<file path="src/rtl/ps2_pkg.sv">
// ============================================================================
//  Module   : ps2_pkg
//  Purpose  : Shared types and constants for the PS/2 receive path and the
//             downstream keyboard controller.
//  Revision : 1.0 - initial release
// ============================================================================
`default_nettype none

package ps2_pkg;

    typedef enum logic [1:0] {
        IDLE   = 2'd0,
        DATA   = 2'd1,
        PARITY = 2'd2,
        STOP   = 2'd3
    } ps2_state_t;

    localparam int          PS2_DATA_BITS = 8;
    localparam logic [7:0]  PS2_EXT       = 8'hE0;
    localparam logic [7:0]  PS2_BREAK     = 8'hF0;

endpackage

`default_nettype wire

</file>
<file path="src/rtl/ps2_clk_filter.sv">
// ============================================================================
//  Module   : ps2_clk_filter
//  Purpose  : 2-FF synchroniser and level glitch filter for the PS/2 clock,
//             producing a one-cycle strobe on each filtered falling edge.
//  Revision : 1.0 - initial release
// ============================================================================
`default_nettype none

module ps2_clk_filter #(
    parameter int FILTER_LEN = 8
) (
    input  logic clk_i,
    input  logic resetn_i,
    input  logic kclk_i,
    output logic fall_o
);

    logic       r_sync1;
    logic       r_sync2;
    logic       r_filt;
    logic       r_filt_prev;
    logic [7:0] r_cnt;

    // Everything resets high so releasing reset never looks like a falling edge.
    always_ff @(posedge clk_i or negedge resetn_i) begin
        if (!resetn_i) begin
            r_sync1     <= 1'b1;
            r_sync2     <= 1'b1;
            r_filt      <= 1'b1;
            r_filt_prev <= 1'b1;
            r_cnt       <= 8'd0;
        end else begin
            r_sync1     <= kclk_i;
            r_sync2     <= r_sync1;
            r_filt_prev <= r_filt;
            if (r_sync2 == r_filt) begin
                r_cnt <= 8'd0;
            end else if (r_cnt == 8'(FILTER_LEN - 1)) begin
                r_filt <= r_sync2;
                r_cnt  <= 8'd0;
            end else begin
                r_cnt <= r_cnt + 8'd1;
            end
        end
    end

    assign fall_o = r_filt_prev & ~r_filt;

endmodule

`default_nettype wire

</file>
<file path="src/rtl/ps2_receiver.sv">
// ============================================================================
//  Module   : ps2_receiver
//  Purpose  : PS/2 device-to-host frame receiver; delivers one checked scan
//             code byte per 11-bit frame with single-cycle status strobes.
//  Revision : 1.0 - initial release
// ============================================================================
`default_nettype none

module ps2_receiver
    import ps2_pkg::*;
#(
    parameter int FILTER_LEN     = 8,
    parameter int TIMEOUT_CYCLES = 20000
) (
    input  logic       clk_i,
    input  logic       resetn_i,
    input  logic       kclk_i,
    input  logic       kdata_i,
    output logic [7:0] scan_code_o,
    output logic       scan_code_valid_o,
    output logic       parity_err_o,
    output logic       frame_err_o,
    output logic       busy_o
);

    localparam int TO_W = (TIMEOUT_CYCLES > 2) ? $clog2(TIMEOUT_CYCLES) : 1;

    logic                     w_fall;
    logic                     r_kdata_s1;
    logic                     r_kdata_s2;
    ps2_state_t               r_state;
    logic [2:0]               r_bit_cnt;
    logic [PS2_DATA_BITS-1:0] r_shift;
    logic                     r_parity;
    logic [TO_W-1:0]          r_timeout;

    ps2_clk_filter #(
        .FILTER_LEN (FILTER_LEN)
    ) u_clk_filter (
        .clk_i    (clk_i),
        .resetn_i (resetn_i),
        .kclk_i   (kclk_i),
        .fall_o   (w_fall)
    );

    always_ff @(posedge clk_i or negedge resetn_i) begin
        if (!resetn_i) begin
            r_kdata_s1 <= 1'b1;
            r_kdata_s2 <= 1'b1;
        end else begin
            r_kdata_s1 <= kdata_i;
            r_kdata_s2 <= r_kdata_s1;
        end
    end

    always_ff @(posedge clk_i or negedge resetn_i) begin
        if (!resetn_i) begin
            r_state           <= IDLE;
            r_bit_cnt         <= 3'd0;
            r_shift           <= '0;
            r_parity          <= 1'b0;
            r_timeout         <= '0;
            scan_code_o       <= 8'd0;
            scan_code_valid_o <= 1'b0;
            parity_err_o      <= 1'b0;
            frame_err_o       <= 1'b0;
        end else begin
            scan_code_valid_o <= 1'b0;
            parity_err_o      <= 1'b0;
            frame_err_o       <= 1'b0;

            if (r_state == IDLE) begin
                r_timeout <= '0;
                if (w_fall && !r_kdata_s2) begin
                    r_state   <= DATA;
                    r_bit_cnt <= 3'd0;
                end
            end else if (w_fall) begin
                r_timeout <= '0;
                case (r_state)
                    DATA: begin
                        r_shift   <= {r_kdata_s2, r_shift[PS2_DATA_BITS-1:1]};
                        r_bit_cnt <= r_bit_cnt + 3'd1;
                        if (r_bit_cnt == 3'(PS2_DATA_BITS - 1)) begin
                            r_state <= PARITY;
                        end
                    end
                    PARITY: begin
                        r_parity <= r_kdata_s2;
                        r_state  <= STOP;
                    end
                    STOP: begin
                        r_state <= IDLE;
                        // A bad stop bit masks any parity verdict.
                        if (!r_kdata_s2) begin
                            frame_err_o <= 1'b1;
                        end else if ((^r_shift ^ r_parity) == 1'b0) begin
                            parity_err_o <= 1'b1;
                        end else begin
                            scan_code_o       <= r_shift;
                            scan_code_valid_o <= 1'b1;
                        end
                    end
                    default: r_state <= IDLE;
                endcase
            end else if (r_timeout == TO_W'(TIMEOUT_CYCLES - 1)) begin
                frame_err_o <= 1'b1;
                r_state     <= IDLE;
                r_timeout   <= '0;
            end else begin
                r_timeout <= r_timeout + 1'b1;
            end
        end
    end

    assign busy_o = (r_state != IDLE);

endmodule

`default_nettype wire

</file>
<file path="config.mk">
export PLATFORM = sky130hd
export DESIGN_NAME = ps2_receiver
export DESIGN_NICKNAME = d
export VERILOG_FILES = /design/src/rtl/ps2_pkg.sv /design/src/rtl/ps2_clk_filter.sv /design/src/rtl/ps2_receiver.sv
export SDC_FILE = /design/constraint.sdc
export NUM_CORES = 1
export LEC_CHECK = 0
export ABC_AREA = 1
export ABC_CLOCK_PERIOD_IN_PS = 4600
export CAP_MARGIN = 20
export CORE_MARGIN = 4
export CORE_UTILIZATION = 37
export DETAILED_ROUTE_END_ITERATION = 12
export GPL_ROUTABILITY_DRIVEN = 0
export HOLD_SLACK_MARGIN = 0.1
export PLACE_DENSITY_LB_ADDON = 0.25
export SLEW_MARGIN = 20
export SYNTH_ARGS = -nofsm -noshare
export SYNTH_HDL_FRONTEND = slang
export SYNTH_SLANG_ARGS = --single-unit
export TNS_END_PERCENT = 20
</file>
<file path="constraint.sdc">
create_clock -name clk_i -period 4.6 [get_ports clk_i]
set_input_delay 1.38 -clock clk_i [delete_from_list [all_inputs] [get_ports clk_i]]
set_output_delay 1.38 -clock clk_i [all_outputs]
set_load 0.02 [all_outputs]
</file>
==> metrics.md <==
| Metric | Value |
|---|---|
| Die width | `roughly 92 microns` |
| Clock Pin Slew Worst Setup and Hold Paths | `90 ps` |
| Hold crit path type | `reg -> reg` |
| Met1 usage | `16.95%` |
| Cell Pwr Density | `467.3 nW/um^2` |
| Largest net degree at the start of global routing | `32` |
| DRC | `0` |
| Max Cap Viol | `0` |
| CP required | `3220 ps` |
| Post-synthesis cell type count | `28` |
| Worst hold path depth | `0` |
| Hold Buf Count CTS | `0` |
| Area Overhead vs Synth | `15.93%` |
| Reg-to-reg endpoint | `scan_code_o[4]` |
| Syn nets | `310` |
| Via count | `1864` |
| Core area | `6794 sq um` |
| Worst R2R Path Depth | `8` |
| CP Max Fanout | `7` |
| Final hold violations | `0` |
| Total gr overflow | `0` |
| Clock tree root driver cell | `clkbuf_8` |
| FF-to-FF setup slack | `between 2000 and 3000 ps` |
| Power, Total | `1.400 mW` |
| Via density | `4.481` |
| Worst Hold End | `r_kdata_s2` |
| Bufs and invs on worst path | `3` |
| DIE HEIGHT | `91.57 microns` |
| Worst IR drop on VDD | `206.4 uV` |
| Most common cell type on the critical path | `inv_1` |
| Setup bufs post-CTS | `0` |
| First-pass GRT wire length | `8.107 mm` |
| Hold path startpoint | `r_kdata_s1` |
| CTS tree | `yes` |
| Initial antenna violation count | `0` |
| Initial core utilization | `38.03%` |
| Synth warnings | `0` |
| Final wirelength | `4.381 mm` |
| Ports | `16` |
| Die ar. | `8384 sq um` |
| Gr busiest metal | `met2` |
| Final setup viols | `0` |
| FF-to-FF Start | `r_state[0]` |
| Mapped Area | `2584 sq um` |
| Period minus WS final | `3231 ps` |
| Pins over their slew limit | `0` |
| Sequential element share of the synthesized area | `a little over half` |
| CP Class | `reg -> out` |
| Filler cells | `655` |
| Crit end category | `output pin` |
| Met3 GRT Util | `2.237%` |
| Vias in the first global route | `1826` |
| Leakage power | `1.407 nW` |
| Share of cells above drive strength 1 | `between 10% and 20%` |
| IO buf count | `15` |
| # diodes | `0` |
| Post-Synthesis Cells | `slightly below 300` |
| Outcome | `complete, no violations` |
| Total Routing Usage GR | `11.77%` |
| Clock skew | `4.748 ps` |
| DRT iter0 DRCs | `77` |
| Syn_area_per_cell | `8.699 sq um` |
| CTS Buf Count | `5` |
| WP data arrival | `1850 ps` |
| Max_slew headroom | `66.66%` |
| Fmax | `~310 MHz` |
| DR pass1 iterations | `4` |
| RSZ-0062 raised after global routing | `no` |
| Seq cells post-synth | `54` |
| Routing usage on met2 | `around 17%` |
| Worst-Skew Late Latency | `300 ps` |
| Worst path cell trace | `inv_1, ha_1, inv_1, clkdlybuf4s50_1` |
| H-Tree Depth | `2` |
| Largest stage delay, worst path | `between 600 and 700 ps` |
| CTS Buffer Depth | `2` |
| Crit-path leading delay family | `buffers and inverters` |
| Setup TNS | `0 ps` |
| Detailed-placement wirelength estimate | `3.287 mm` |
| Post-cts sizing count | `0` |
| DR WL/cell | `10.53 microns` |
| # nets final | `roughly 330` |
| CP startpoint kind | `flip-flop` |
| Slew @ Worst Pin | `500.1 ps` |
| CTS sink cnt | `54` |
| Crit share post-route | `70.24%` |
| CP max-delay cell | `clkdlybuf4s50_1` |
| Post-route ant nets | `0` |
| Row Count | `30` |
[sequential cells by signal, summed over array words and instances (netlist names), 2 cells and up]
name and flops:
r_timeout 15, r_state 2, scan_code_o 8, r_bit_cnt 3, u_clk_filter.r_cnt 8, r_shift 8
[per-stage QoR]
stage | instances | util, % | setup slack (ps) | hold WS [ps] | area [sq um]
global route | 416 | 44.09 | 1201 | 371.5 | 2995
global placement | 408 | 41.99 | 1740 | 346.2 | 2853
detailed placement | 408 | 41.99 | 1696 | 346.8 | 2853
floorplan | 297 | - | 2310 | 345.2 | 2584
finish | 416 | 44.09 | 1369 | 359.9 | 2995
CTS | 416 | 44.09 | 1338 | 361.6 | 2995
[cells by family after synthesis]
| logic type | count (synthesis) | share of synthesized area, % |
|---|---|---|
| AOI/OAI and AO/OA | 34 | 7.167 |
| buffers and inverters | 45 | 6.537 |
| DFF | 54 | 52.59 |
| and+or+nand+nor | 150 | 27.65 |
| adders and majority gates | 9 | 4.358 |
| xor gates and xnor gates | 5 | 1.695 |
[worst reg2reg max path, cell delays in order (launching register included)]
cell	delay, ps
dfrtp_1	420
inv_1	90
ha_1	280
inv_1	140
nand2_2	100
nor3_4	370
nand3_4	180
nand2_1	100
nand2_1	50
[cells in the final DEF (no fill, tap or decap)]
master and count:
xnor2_1 2, inv_2 6, o21ai_2 2, a21oi_1 13, nand3b_1 1, nor3b_1 3, nand3_1 13, o21ai_0 15
nand3_4 3, a31oi_1 1, nor2_2 2, dfstp_2 6, nand2_1 71, dfrtp_1 48, clkdlybuf4s50_1 14, xor2_1 3
buf_2 1, nor3_4 1, inv_1 38, nor3_1 8, nand2_4 1, clkbuf_8 6, nand3_2 1, buf_4 1
o21ai_1 1, bufinv_16 2, o32ai_1 1, nand2_2 6, nand4_1 9, nor2_1 31, ha_1 9, o21a_1 1
[cell type report]
class	count	area, sq um	area share (%)
sequential	54	1359	45.36
multi-input combinational	198	1056	35.25
timing repair buffer	16	152.6	5.096
clock inverter	2	60.06	2.005
clock buffer	6	82.58	2.757
inverter	44	165.2	5.514
tap	96	120.1	4.010
[power by group]
part | switching, mW | total (mW) | internal, mW
Sequential | 0.0582 | 0.598 | 0.539
Combinational | 0.283 | 0.420 | 0.137
Clock | 0.150 | 0.382 | 0.232
Total | 0.491 | 1.40 | 0.909
[cell usage after synthesis]
master | number | area, sq um
a21oi_1 | 13 | 65.06
a31oi_1 | 1 | 6.260
clkbuf_1 | 1 | 3.750
dfrtp_1 | 48 | 1201
dfstp_2 | 6 | 157.7
ha_1 | 9 | 112.6
inv_1 | 38 | 142.6
inv_2 | 6 | 22.52
nand2_1 | 71 | 266.5
nand2_2 | 6 | 37.54
nand2_4 | 1 | 11.26
nand3_1 | 13 | 65.06
nand3_2 | 1 | 10.01
nand3_4 | 3 | 52.55
nand3b_1 | 1 | 7.510
nand4_1 | 9 | 56.30
nor2_1 | 31 | 116.4
nor2_2 | 2 | 12.51
nor3_1 | 8 | 40.04
nor3_4 | 1 | 16.27
nor3b_1 | 3 | 22.52
o21a_1 | 1 | 7.510
o21ai_0 | 15 | 75.07
o21ai_1 | 1 | 5.000
o21ai_2 | 2 | 17.52
o32ai_1 | 1 | 8.760
xnor2_1 | 2 | 17.52
xor2_1 | 3 | 26.28
[metal layers]
metal  vias to the layer above  wire length (microns)
met2                        25                   1822
met3                         7                    133
li1                        991                      -
met5                         -                      0
met1                       841                   2355
met4                         0                     68
[worst max-delay path by stage]
stage,slack (ps),endpoint,cells past startpoint,startpoint
global placement,1740,busy_o,4,r_state[0]
floorplan,2310,busy_o,3,r_state[0]
global route,1200,busy_o,4,r_state[0]
CTS,1340,busy_o,4,r_state[0]
detailed placement,1700,busy_o,4,r_state[0]
finish,1370,busy_o,4,r_state[0]
Power figures use the tool's default switching activity.
